--- src/rtl/axi_hs_fifo_slice_pkg.sv ---
// axi_hs_fifo_slice_pkg: shared defaults, monitor state type, clog2 helper and AFULL_TH legality test
package axi_hs_fifo_slice_pkg;

    localparam int HS_DATA_W = 32;

    typedef enum logic {MON_IDLE, MON_HOLD} mon_state_e;

    function automatic int hs_clog2(input int v);
        int r;
        r = 0;
        while ((1 << r) < v) r++;
        return r;
    endfunction

    function automatic bit hs_cfg_ok(input int th, input int depth);
        return th >= 1 && th <= depth && depth >= 2 && (1 << hs_clog2(depth)) == depth;
    endfunction

endpackage

--- src/rtl/axi_hs_fifo_slice_mon.sv ---
// hs_proto_mon: sticky valid/ready protocol monitor for any upstream link
//   clk, rst          clock, synchronous active-high reset
//   valid_i, ready_i  handshake of the watched link
//   data_i            payload of the watched link
//   err_o             set once a stalled offer is withdrawn or its payload changes
module hs_proto_mon
    import axi_hs_fifo_slice_pkg::*;
#(
    parameter int W = HS_DATA_W
) (
    input  logic         clk,
    input  logic         rst,
    input  logic         valid_i,
    input  logic         ready_i,
    input  logic [W-1:0] data_i,
    output logic         err_o
);

    mon_state_e   state_q, state_d;
    logic [W-1:0] data_q;
    logic         err_q, err_d;

    always_ff @(posedge clk) begin
        if (rst) begin
            state_q <= MON_IDLE;
            data_q  <= '0;
            err_q   <= 1'b0;
        end else begin
            state_q <= state_d;
            data_q  <= data_i;
            err_q   <= err_d;
        end
    end

    // HOLD means the previous cycle offered a beat that was not taken
    always_comb begin
        state_d = (valid_i && !ready_i) ? MON_HOLD : MON_IDLE;
        err_d   = err_q | (state_q == MON_HOLD && (!valid_i || data_i != data_q));
    end

    assign err_o = err_q;

endmodule

--- src/rtl/axi_hs_fifo_slice.sv ---
// axi_hs_fifo_slice: valid/ready buffer decoupling s_ready from m_ready, with beat counter and protocol monitor
//   clk, rst                   clock, synchronous active-high reset
//   s_data, s_valid, s_ready   upstream link (this block is the slave)
//   m_data, m_valid, m_ready   downstream link (this block is the master)
//   level, almost_full         occupancy and threshold flag
//   data_success, xfer_cnt     pulse after each downstream beat, wrapping beat count
//   protocol_err               sticky upstream handshake violation
module axi_hs_fifo_slice
    import axi_hs_fifo_slice_pkg::*;
#(
    parameter int DATA_W   = HS_DATA_W,
    parameter int DEPTH    = 4,
    parameter int AFULL_TH = 3,
    parameter int CNT_W    = 16
) (
    input  logic                     clk,
    input  logic                     rst,
    input  logic [DATA_W-1:0]        s_data,
    input  logic                     s_valid,
    output logic                     s_ready,
    output logic [DATA_W-1:0]        m_data,
    output logic                     m_valid,
    input  logic                     m_ready,
    output logic [hs_clog2(DEPTH):0] level,
    output logic                     almost_full,
    output logic                     data_success,
    output logic [CNT_W-1:0]         xfer_cnt,
    output logic                     protocol_err
);

    localparam int AW = hs_clog2(DEPTH);
    localparam int LW = AW + 1;

    if (!hs_cfg_ok(AFULL_TH, DEPTH)) begin : g_bad_cfg
        $error("axi_hs_fifo_slice: DEPTH must be a power of two >= 2 and AFULL_TH in 1..DEPTH");
    end

    logic [DATA_W-1:0] mem_q [DEPTH];
    logic [AW-1:0]     wr_ptr_q, wr_ptr_d, rd_ptr_q, rd_ptr_d;
    logic [LW-1:0]     level_q, level_d;
    logic [CNT_W-1:0]  cnt_q, cnt_d;
    logic              succ_q, push, pop;

    // s_ready only looks at the held level, so m_ready never reaches it combinationally
    assign s_ready      = !rst && level_q != LW'(DEPTH);
    assign m_valid      = level_q != '0;
    assign m_data       = mem_q[rd_ptr_q];
    assign level        = level_q;
    assign almost_full  = level_q >= LW'(AFULL_TH);
    assign data_success = succ_q;
    assign xfer_cnt     = cnt_q;

    always_comb begin
        push     = s_valid && s_ready;
        pop      = m_valid && m_ready;
        wr_ptr_d = wr_ptr_q + AW'(push);
        rd_ptr_d = rd_ptr_q + AW'(pop);
        level_d  = level_q + LW'(push) - LW'(pop);
        cnt_d    = cnt_q + CNT_W'(pop);
    end

    always_ff @(posedge clk) begin
        if (rst) begin
            wr_ptr_q <= '0;
            rd_ptr_q <= '0;
            level_q  <= '0;
            cnt_q    <= '0;
            succ_q   <= 1'b0;
        end else begin
            wr_ptr_q <= wr_ptr_d;
            rd_ptr_q <= rd_ptr_d;
            level_q  <= level_d;
            cnt_q    <= cnt_d;
            succ_q   <= pop;
        end
    end

    always_ff @(posedge clk) begin
        if (push) mem_q[wr_ptr_q] <= s_data;
    end

    hs_proto_mon #(.W(DATA_W)) u_mon (
        .clk    (clk),
        .rst    (rst),
        .valid_i(s_valid),
        .ready_i(s_ready),
        .data_i (s_data),
        .err_o  (protocol_err)
    );

endmodule
--- config.mk ---
export PLATFORM = sky130hd
export DESIGN_NAME = axi_hs_fifo_slice
export DESIGN_NICKNAME = d
export VERILOG_FILES = /design/src/rtl/axi_hs_fifo_slice_pkg.sv /design/src/rtl/axi_hs_fifo_slice_mon.sv /design/src/rtl/axi_hs_fifo_slice.sv
export SDC_FILE = /design/constraint.sdc
export NUM_CORES = 1
export LEC_CHECK = 0
export ABC_CLOCK_PERIOD_IN_PS = 7400
export CELL_PAD_IN_SITES_DETAIL_PLACEMENT = 1
export CELL_PAD_IN_SITES_GLOBAL_PLACEMENT = 2
export CORE_AREA = 2 2 135 137
export DETAILED_ROUTE_END_ITERATION = 6
export DIE_AREA = 0 0 137 139
export PLACE_DENSITY_LB_ADDON = 0.12
export SKIP_CTS_REPAIR_TIMING = 1
export SLEW_MARGIN = 0
export SYNTH_ARGS = -nofsm -noshare
export SYNTH_HDL_FRONTEND = slang
export SYNTH_SLANG_ARGS = --single-unit
--- constraint.sdc ---
create_clock -name clk -period 7.4 [get_ports clk]
set_input_delay 2.22 -clock clk [delete_from_list [all_inputs] [get_ports clk]]
set_output_delay 2.22 -clock clk [all_outputs]
set_load 0.01 [all_outputs]
# Yosys cells after proc, flatten, opt, wreduce, memory -nomap -nowiden
# Memories as Yosys holds them, arrays and structs flattened. A register that Yosys moved wholly into a read port is not among the register bits.
# Index checks and enable logic that the tools add are counted.
dict set report totals {
  reg_bits 58
  latch_bits 0
  ramBits 128
  rom_bits 0
  in_bits 36
  out_inout_bits 56
  word_cells 32
  memories 1
}
dict set report op_classes {
  add_sub_neg 5
  multipliers 0
  div 0
  n_lt_le_gt_ge 1
  n_eq_ne 2
  n_shift 0
  mux 4
  n_bitwise 1
  reduce_logical 10
}
# name words word_bits read_ports rd_clocked_by_memory_dff write_ports line_no
set memory_table {}
lappend memory_table {mem_q 4 32 1 1 1 axi_hs_fifo_slice.sv:38} ;# logic [DATA_W-1:0] mem_q [DEPTH];
# cell n
set ops {}
lappend ops {{inequality test 32 bit} 1}
lappend ops {{adder 16 x 1 -> 16 bit} 1}
lappend ops {{logical AND 1 bit} 5}
lappend ops {{adder 2 x 1 -> 2 bit} 2}
lappend ops {{adder 3 x 1 -> 3 bit} 1}
lappend ops {{>= comparator 3 x 2 -> 1 bit, second input constant} 1}
lappend ops {{zero test 1 bit} 3}
lappend ops {{2-to-1 mux 1 bit} 3}
lappend ops {{inequality test 3 bit, second input constant} 1}
lappend ops {{nonzero test 3 bit} 1}
lappend ops {{subtractor 3 x 1 -> 3 bit} 1}
lappend ops {{2-to-1 mux 2 bit} 1}
lappend ops {{logical OR 1 bit} 1}
lappend ops {{OR 1 bit} 1}

# Longest topological paths before layout
# Gate-level depths: netlist of run 1.
dict set report depth {
  depth_word 5
  depth_mapped 9
  depth_no_buf 9
}

# Cells and area by module
# From an unflattened synthesis of run 1, not the netlist that was laid out.
dict set report hier_totals {
  hier_cells 401
  hier_area_um2 7026.7
}
# module n_inst cells_per_inst area_per_inst_um2 seq_area_each_um2
set by_module_without_submodules {}
lappend by_module_without_submodules {axi_hs_fifo_slice 1 286 5761.8 4324.1}
lappend by_module_without_submodules {hs_proto_mon 1 115 1265.0 680.7}

# Worst setup path after synthesis of run 1
# Ideal clock, no wire load.
dict set report synth_timing {
  kind {input to register}
  start {in rst}
  end {mem mem_q[0][0] in the netlist's numbering (enable)}
  setup_time_ps 502
  arrival_ps 5461
  t_required_ps 6898
  path_slack_ps 1437
  path_stages 2
  path_buffers 0
  cell_sequence {nand2b_1 nor4_1}
}
dict set report synth_via {
  elab_chain_cells 5
}
# item line_no
set synth_lines {}
lappend synth_lines {{from (decl)} axi_hs_fifo_slice.sv:17} ;# input logic rst,
lappend synth_lines {{zero test 1 bit} axi_hs_fifo_slice.sv:45} ;# assign s_ready = !rst && level_q != LW'(DEPTH);
lappend synth_lines {{logical AND 1 bit} axi_hs_fifo_slice.sv:45}
lappend synth_lines {{logical AND 1 bit} axi_hs_fifo_slice.sv:54} ;# push = s_valid && s_ready;
lappend synth_lines {{2-to-1 mux 1 bit} axi_hs_fifo_slice.sv:79} ;# if (push) mem_q[wr_ptr_q] <= s_data;
lappend synth_lines {{2-to-1 mux 1 bit (implied by the code)} axi_hs_fifo_slice.sv:79}
lappend synth_lines {{to (decl)} axi_hs_fifo_slice.sv:38}
# Every way passes these cells.

# Worst setup path after layout of run 1
dict set report layout_timing {
  start {in rst}
  end {out s_ready}
}
dict set report layout_via {
  elab_chain_cells 2
}
# item line_no
set layout_lines {}
lappend layout_lines {{zero test 1 bit} axi_hs_fifo_slice.sv:45}
lappend layout_lines {{logical AND 1 bit} axi_hs_fifo_slice.sv:45}
lappend layout_lines {{to (decl)} axi_hs_fifo_slice.sv:20} ;# output logic s_ready,
# Every way passes these cells.

==> out/qor.csv, run 1 <==
stage,metric,value,unit
routing,drt-wirelength-per-cell,19.3,µm
floorplanning,die_w,137,µm
logic_synthesis,synthTopCellsByArea,"edfxtp_1 (55%), dfxtp_1 (17%), mux4_2 (10%), xor2_1 (4.4%), nor2b_1 (3.2%)",
power_and_ir_drop,p_per_area,306,nW/µm²
routing,drtIter0Drc,175,
timing,finalSetupViolCount,0,
global_route,grt_util_all_layers,16.0,%
critical_path,cp_slowest_stage_delay,0.57,ns
final_layout,syn_to_final_growth,25.5,%
floorplanning,dieArea,19000,µm²
routing,wirelength,14300,µm
power_and_ir_drop,total_leakage_power,0.00290,µW
timing,post-route-period-util,71.5,%
logic_synthesis,avgSynthCellArea,17.3,µm²
routing,route.detailed.drc,0,
floorplanning,core_area,17700,µm²
final_layout,drive_gt1_share,15.0,%
min_path,hp-class,reg -> reg,
critical_path,crit_required,5.18,ns
outcome,outcome,completed,
critical_path,crit_path_start_kind,primary input,
clocking,clkSlewWorstSetupHoldPaths,0.07,ns
power_and_ir_drop,peakVddDrop,0.000169,V
global_route,grt_max_degree,59,
clocking,cts.sinks,186,
global_route,grt_pass1_vias,3954,
critical_path,arrival,3.07,ns
global_route,antenna_found_initial,0,
routing,viasPerCell,4.94,
final_layout,final_cell_mix,"edfxtp_1 (128), clkdlybuf4s50_1 (90), dfxtp_1 (57)",
logic_synthesis,synth_nets,442,
final_layout,post-route-util,49.4,%
timing,setup_tns,0,ns
critical_path,critPathMaxFanout,2,
global_route,grt_pass1_wl,22500,µm
placement,post-dp-hpwl,8940,µm
clocking,cts_tree,yes,
logic_synthesis,synth_area,6950,µm²
final_layout,nNetsFinal,543,
global_route,gr-total-overflow,0,
clocking,cts_htree_levels,4,
timing,whs,0.496,ns
clocking,clockRootBuffer,clkbuf_16,
floorplanning,boundaryPins,92,
placement,dpl_cell_area,8140,µm²
final_layout,fin_area,8720,µm²
logic_synthesis,yosysWarnings,0,
final_layout,final_common_cell,edfxtp_1,
timing,maxSlewHeadroom,22.8,%
timing,rsz0062_at_grt,false,
routing,num_vias,3672,
logic_synthesis,yosysSeqAreaShare,72.0,%
floorplanning,die_h,139,µm
timing,tightest_slew,1.16,ns
floorplanning,placementRows,49,
routing,ant_nets,0,
logic_synthesis,netlist_instances,401,
clocking,cts_buffers,17,
logic_synthesis,yosysTopAreaCell,edfxtp_1,
logic_synthesis,yosys.cell_types.count,30,
floorplanning,start_util,39.3,%
final_layout,antennaDiodeCount,0,
clocking,clk_latency,0.42,ns
timing,slew_violations,0,
timing,finalHoldViolCount,0,
logic_synthesis,netlist.area_leader.share,55.3,%
timing,min_period,5.29,ns
final_layout,fillers,1714,
critical_path,worstSetupPathType,in -> out,
placement,gp_congestion,0.702,
critical_path,crit_path_end_kind,output port,
final_layout,regArea,5010,µm²
timing,skew,0.00470,ns
routing,drt-pass1-iter-count,4,
critical_path,path_cells,buf_2 > nor2_1 > clkdlybuf4s50_1,
timing,max_freq,189,MHz
placement,io_buffers,91,
final_layout,multi_input_area,1900,µm²
logic_synthesis,ys_ff_latch,186,
clocking,clk_path_buf_depth,2,
run,max-cap-violations,0,
critical_path,critPathSlowestCell,clkdlybuf4s50_1,
[registers in the layout (all words and copies together), names as in the netlist]
name,count
mem_q,128
u_mon.data_q,32
u_mon.err_o,1
level,3
data_success,1
xfer_cnt,16
u_mon.state_q,1
rd_ptr_q,2
wr_ptr_q,2
[metal layers]
layer / vias to the layer above / wire length [µm] / global-route usage (%)
met5: - / 0 / 0
met2: 68 / 6740 / 24.4
met1: 1885 / 6830 / 22.5
met3: 18 / 560 / 4.24
li1: 1701 / - / -
met4: 0 / 210 / 4.88
[cells by family after synthesis]
kind of cell    Yosys count  synth area share [%]
compound gates            8                 0.846
xor+xnor                 49                  6.18
fa+ha+maj                 5                  1.01
mux                      32                  10.4
flops                   186                  72.0
simple gates            105                  8.59
buf+inv                  16                 0.973
[through the flow]
step	power [µW]	worst slack (ns)	std cells
3_5_place_dp	1820	2.11	712
5_1_grt	2790	2.07	744
3_3_place_gp	1810	2.07	712
4_1_cts	2700	2.10	744
2_1_floorplan	1540	1.44	401
6_report	2660	2.11	744
[cell usage after synthesis, drive strengths merged]
cell type    n
nand2b       1
and3         2
nor3         3
nand3        7
edfxtp     128
nand2       10
nor4         9
ha           4
inv          2
o31ai        1
buf          6
nor2b       36
a21oi        2
clkbuf       8
and2         1
nand4        6
dfxtp       58
fa           1
nand4b       1
mux4        32
xnor2       14
xor2        35
or3          4
a211oi       1
and4         1
nor2        24
o21ai        4
[worst max-delay path, delay by kind of cell]
kind | cells | cell delay, ns
AND/OR/NAND/NOR | 1 | 0.15
buffers and inverters | 2 | 0.69
[layout make-up]
cell class              instances  area share [%]
inverters                       2          0.0861
well taps                     229            3.29
flip-flops and latches        186            57.4
multi-input cells             199            21.8
clock buffers                  17            4.88
repair buffers                 96            10.8
clock inverters                15            1.74
[final timing paths]
path              cells past startpoint            to           from  slack, ns
setup reg to reg                      3  mem_q[0][16]       level[0]       5.00
hold reg to reg                       2   u_mon.err_o  u_mon.state_q       0.50
setup / recovery                      3       s_ready            rst       2.11
hold / removal                        2   u_mon.err_o  u_mon.state_q       0.50
[power by group]
group	total (µW)	switching (µW)	leakage (µW)	internal, µW
Clock	884	387	0.000264	497
Sequential	1230	55.2	0.00164	1170
Combinational	555	237	0.000998	317
Power figures use the tool's default switching activity.
==> run 2: changes to the inputs <==
ABC_CLOCK_PERIOD_IN_PS = 4850   (was 7400)
CORE_AREA = 2 2 142 144   (was 2 2 135 137)
DIE_AREA = 0 0 144 146   (was 0 0 137 139)
clock period = 4.85 ns   (was 7.4 ns; I/O delays follow)
==> out/qor.csv, run 2 (synthesis gave the netlist of run 1 again) <==
stage,metric,value,unit,change
critical_path,critPathMaxFanout,13,,was 2
run,max-cap-violations,0,,unchanged
power_and_ir_drop,p_comb_share,21.0,%,was 20.8%
floorplanning,boundaryPins,92,,unchanged
global_route,grt_pass1_wl,23400,µm,was 22500 µm
critical_path,arrival,2.44,ns,was 3.07 ns
power_and_ir_drop,swShare,25.5,%,about the same
final_layout,multi_input_area,1910,µm²,was 1900 µm²
clocking,cts.sinks,186,,unchanged
timing,rsz0062_at_grt,false,,unchanged
final_layout,final_cell_mix,"edfxtp_1 (128), clkdlybuf4s50_1 (90), dfxtp_1 (57)",,unchanged
floorplanning,core_area,19300,µm²,was 17700 µm²
global_route,grt_util_all_layers,15.0,%,was 16.0%
timing,slew_violations,0,,unchanged
timing,finalHoldViolCount,0,,unchanged
clocking,cts_buffers,17,,unchanged
critical_path,crit_end,m_data[3],,was s_ready
final_layout,largest_reg_flops,128,,unchanged
clocking,cts_htree_levels,4,,unchanged
final_layout,final_common_cell,edfxtp_1,,unchanged
routing,drtIter0Drc,142,,was 175
final_layout,regMostFlops,mem_q,,unchanged
critical_path,reg2reg_depth,9,,was 3
critical_path,crit_buf_inv,2,,unchanged
clocking,clk_path_buf_depth,2,,unchanged
global_route,grt_pass1_vias,4067,,was 3954
routing,drt-wirelength-per-cell,18.7,µm,was 19.3 µm
routing,ant_nets,0,,unchanged
min_path,hp-class,reg -> reg,,unchanged
floorplanning,die_w,144,µm,was 137 µm
clocking,cts_tree,yes,,unchanged
power_and_ir_drop,peakVddDrop,0.000236,V,was 0.000169 V
power_and_ir_drop,power.switching,1070,µW,was 680 µW
timing,whs,0.510,ns,was 0.496 ns
critical_path,path_cells,buf_4 > mux4_2 > clkdlybuf4s50_1,,was buf_2 > nor2_1 > clkdlybuf4s50_1
floorplanning,placementRows,51,,was 49
floorplanning,dieArea,21000,µm²,was 19000 µm²
timing,maxSlewHeadroom,50.0,%,was 22.8%
critical_path,crit_family,buffers and inverters,,unchanged
placement,gp_congestion,0.717,,was 0.702
critical_path,cp-startpoint,rd_ptr_q[1],,was rst
final_layout,antennaDiodeCount,0,,unchanged
routing,drt-pass1-iter-count,6,,was 4
critical_path,worstSetupPathType,reg -> out,,was in -> out
power_and_ir_drop,p_per_area,470,nW/µm²,was 306 nW/µm²
critical_path,rr_startpoint,level[2],,was level[0]
critical_path,rr_endpoint,level[2],,was mem_q[0][16]
clocking,clockRootBuffer,clkbuf_16,,unchanged
critical_path,cp_slowest_stage_delay,0.80,ns,was 0.57 ns
timing,min_period,3.89,ns,
power_and_ir_drop,totalPowerFinal,4170,µW,was 2660 µW
critical_path,crit_path_start_kind,flop,,was primary input
routing,wirelength,14700,µm,was 14300 µm
placement,post-dp-hpwl,9770,µm,was 8940 µm
critical_path,path_depth,3,,unchanged
final_layout,nNetsFinal,547,,was 543
final_layout,regArea,5010,µm²,unchanged
critical_path,ff2ff_setup_slack,2.48,ns,was 5.00 ns
routing,num_vias,3654,,was 3672
global_route,gr-total-overflow,0,,unchanged
clocking,clkSlewWorstSetupHoldPaths,0.06,ns,was 0.07 ns
timing,max_freq,257,MHz,
clocking,clk_latency,0.44,ns,was 0.42 ns
power_and_ir_drop,internal_power,3110,µW,was 1990 µW
floorplanning,die_h,146,µm,was 139 µm
final_layout,fillers,1892,,was 1714
global_route,grt_max_degree,58,,was 59
critical_path,crit_path_end_kind,output port,,unchanged
routing,viasPerCell,4.66,,was 4.94
routing,route.detailed.drc,0,,unchanged
outcome,outcome,completed,,unchanged
timing,setup_tns,0,ns,unchanged
placement,io_buffers,91,,unchanged
timing,finalSetupViolCount,0,,unchanged
final_layout,drive_gt1_share,15.6,%,was 15.0%
timing,skew,0.0178,ns,was 0.00470 ns
power_and_ir_drop,p_seq_share,44.5,%,was 46.0%
power_and_ir_drop,total_leakage_power,0.00297,µW,was 0.00290 µW
critical_path,crit_required,3.39,ns,was 5.18 ns
final_layout,syn_to_final_growth,27.7,%,was 25.5%
critical_path,critPathSlowestCell,dfxtp_1,,was clkdlybuf4s50_1
timing,post-route-period-util,80.2,%,
timing,tightest_slew,0.749,ns,was 1.16 ns
floorplanning,start_util,35.9,%,was 39.3%
power_and_ir_drop,pwr-share-clk,34.4,%,was 33.2%
global_route,antenna_found_initial,0,,unchanged
## run 2: cell types whose count changed in the layout (fill, tap and decap cells not counted), sizes merged
cell / delta
bufinv: +1
inv: +4
clkinvlp: -5
buf: +4
## run 2: power groups by stage
stage	clock network [µW]	logic (µW)	registers, µW
3_5_place_dp	0	900	1900
2_1_floorplan	0	479	1870
3_3_place_gp	0	887	1890
5_1_grt	1530	957	1870
4_1_cts	1470	904	1860
6_report	1440	878	1860
## run 2: layout make-up
class	count	area share [%]
Sequential cell	186	56.4
Inverter	2	0.0846
Clock buffer	17	4.79
Tap cell	265	3.74
Timing Repair Buffer	100	11.4
Multi-Input combinational cell	199	21.5
Clock inverter	15	2.09
## run 2: worst reg2reg max path, stage by stage, from the launching register on
cell     delay (ns)
dfxtp_1        0.42
inv_1          0.12
nor3_1         0.53
nor2_1         0.22
nand2_1        0.11
nand2_1        0.06
ha_1           0.20
fa_1           0.39
xnor2_1        0.15
nor2_1         0.05
## run 2: worst min path at each step
stage,start,to,slack [ns],depth (start not counted)
floorplan,u_mon.state_q,u_mon.err_o,0.46,2
global placement,xfer_cnt[15],xfer_cnt[15],0.50,2
detailed placement,u_mon.state_q,u_mon.err_o,0.50,2
CTS,u_mon.state_q,u_mon.err_o,0.51,2
global route,xfer_cnt[8],xfer_cnt[8],0.57,2
finish,u_mon.state_q,u_mon.err_o,0.51,2
## run 2: routing by layer
metal	vias up	GRT usage [%]	wire, µm
met5	-	0	0
met4	0	5.44	195
li1	1711	-	-
met3	16	3.98	588
met2	72	24.1	7220
met1	1855	19.7	6690
## run 2: metrics by stage
| stage | instance area, µm² | std cells | utilization, % | setup WS, ns |
|---|---|---|---|---|
| after floorplan | 6950 | 401 | - | 1.00 |
| after global placement | 8260 | 752 | 42.7 | 1.14 |
| after detailed placement | 8260 | 752 | 42.7 | 1.09 |
| after CTS | 8870 | 784 | 45.9 | 0.913 |
| after global routing | 8870 | 784 | 45.9 | 0.865 |
| final | 8870 | 784 | 45.9 | 0.960 |
==> run 3: changes to the inputs <==
ABC_CLOCK_PERIOD_IN_PS = 3200   (was 4850)
clock period = 3.2 ns   (was 4.85 ns; I/O delays follow)
==> out/qor.csv, run 3 (synthesis gave the netlist of run 1 again) <==
stage,metric,value,unit,change
outcome,outcome,completed,,unchanged
floorplanning,boundaryPins,92,,unchanged
floorplanning,die_w,144,µm,unchanged
routing,num_vias,3709,,was 3654
power_and_ir_drop,p_per_area,719,nW/µm²,was 470 nW/µm²
routing,drt-wirelength-per-cell,18.4,µm,was 18.7 µm
routing,ant_nets,0,,unchanged
final_layout,nNetsFinal,551,,was 547
clocking,cts_buffers,17,,unchanged
critical_path,crit_path_start_kind,flop,,unchanged
timing,max_freq,322,MHz,
critical_path,critPathMaxFanout,17,,was 13
final_layout,drive_gt1_share,16.6,%,was 15.6%
global_route,grt_util_all_layers,14.7,%,was 15.0%
routing,viasPerCell,4.71,,was 4.66
global_route,grt_pass1_vias,3933,,was 4067
placement,dpl.cell_count,756,,was 752
critical_path,crit_required,2.24,ns,was 3.39 ns
timing,setup_tns,0,ns,unchanged
timing,finalHoldViolCount,0,,unchanged
timing,tightest_slew,0.541,ns,was 0.749 ns
clocking,clk_latency,0.42,ns,was 0.44 ns
final_layout,syn_to_final_growth,28.9,%,was 27.7%
global_route,gr-max-usage-layer,met2,,unchanged
global_route,use_met3,3.62,%,was 3.98%
final_layout,fin_area,8960,µm²,was 8870 µm²
floorplanning,dieArea,21000,µm²,unchanged
floorplanning,start_util,35.9,%,unchanged
critical_path,worstSetupPathType,reg -> out,,unchanged
final_layout,largest_reg_flops,128,,unchanged
timing,whs,0.497,ns,was 0.510 ns
global_route,grt_max_degree,41,,was 58
final_layout,regArea,5010,µm²,about the same
clocking,clkSlewWorstSetupHoldPaths,0.07,ns,was 0.06 ns
final_layout,regMostFlops,mem_q,,unchanged
final_layout,fillers,1894,,was 1892
power_and_ir_drop,peakVddDrop,0.000386,V,was 0.000236 V
power_and_ir_drop,total_leakage_power,0.00301,µW,was 0.00297 µW
floorplanning,core_area,19300,µm²,unchanged
global_route,use_met2,23.0,%,was 24.1%
global_route,antenna_found_initial,0,,unchanged
clocking,clk_path_buf_depth,2,,unchanged
placement,post-dp-hpwl,9280,µm,was 9770 µm
global_route,gr-total-overflow,0,,unchanged
clocking,clockRootBuffer,clkbuf_16,,unchanged
clocking,cts.sinks,186,,unchanged
run,max-cap-violations,0,,unchanged
floorplanning,die_h,146,µm,unchanged
final_layout,final_common_cell,edfxtp_1,,unchanged
placement,dpl_cell_area,8320,µm²,was 8260 µm²
placement,gp_congestion,0.750,,was 0.717
timing,rsz0062_at_grt,false,,unchanged
timing,skew,0.00689,ns,was 0.0178 ns
clocking,cts_tree,yes,,unchanged
global_route,grt.met1_usage,20.2,%,was 19.7%
floorplanning,placementRows,51,,unchanged
timing,finalSetupViolCount,0,,unchanged
timing,maxSlewHeadroom,63.6,%,was 50.0%
critical_path,crit_path_end_kind,output port,,unchanged
routing,drtIter0Drc,144,,was 142
global_route,grt_pass1_wl,23000,µm,was 23400 µm
routing,route.detailed.drc,0,,unchanged
min_path,hp-class,reg -> reg,,unchanged
timing,slew_violations,0,,unchanged
timing,post-route-period-util,96.9,%,
final_layout,antennaDiodeCount,0,,unchanged
placement,io_buffers,91,,unchanged
clocking,cts_htree_levels,4,,unchanged
final_layout,final_cells,788,,was 784
routing,wirelength,14500,µm,was 14700 µm
critical_path,arrival,2.14,ns,was 2.44 ns
final_layout,multi_input_area,1910,µm²,unchanged
timing,min_period,3.10,ns,
final_layout,final_cell_mix,"edfxtp_1 (128), clkdlybuf4s50_1 (90), dfxtp_1 (56)",,"was edfxtp_1 (128), clkdlybuf4s50_1 (90), dfxtp_1 (57)"
routing,drt-pass1-iter-count,4,,was 6
run 3: cell count changes in the layout (fill, tap and decap cells not counted), sizes merged:
cell / previous run / this run
bufinv: 3 / 4
inv: 8 / 9
buf: 10 / 14
clkinv: 5 / 2
clkbuf: 17 / 18
run 3: final timing paths:
path / start / to / slack (ns) / cells after the start
worst max-delay path: rd_ptr_q[0] / m_data[27] / 0.1 / 3
worst min-delay path: u_mon.state_q / u_mon.err_o / 0.50 / 2
worst max register to register: level[1] / level[2] / 0.91 / 8
worst min register to register: u_mon.state_q / u_mon.err_o / 0.50 / 2
run 3: where the power goes:
part | switching (µW) | internal, µW
combinational | 598 | 781
clock | 927 | 1330
sequential | 90.9 | 2710
run 3: layout make-up:
cell class                 instances  share of cell area (%)
sequential                       186                    55.9
timing repair buffer             104                    11.9
clock inverter                    14                    2.32
multi-input combinational        199                    21.3
clock buffer                      18                    4.79
tap                              265                    3.70
inverter                           2                  0.0838
run 3: worst max-delay path, cell delays in order, from the launching register on:
cell	delay (ns)
dfxtp_2	0.36
buf_6	0.27
mux4_2	0.58
clkdlybuf4s50_1	0.52
run 3: layer usage:
layer | wire length, µm | up-vias
met3 | 528 | 13
met5 | 0 | -
met2 | 6960 | 68
li1 | - | 1723
met1 | 6800 | 1905
met4 | 180 | 0
run 3: through the flow:
stage          power (µW)  util, %  setup WS, ns
2_1_floorplan        3560        -       -0.0297
3_3_place_gp         4250     43.0         0.190
3_5_place_dp         4260     43.0         0.164
4_1_cts              6530     46.3       -0.0350
5_1_grt              6730     46.3       0.00879
6_report             6440     46.3        0.0985
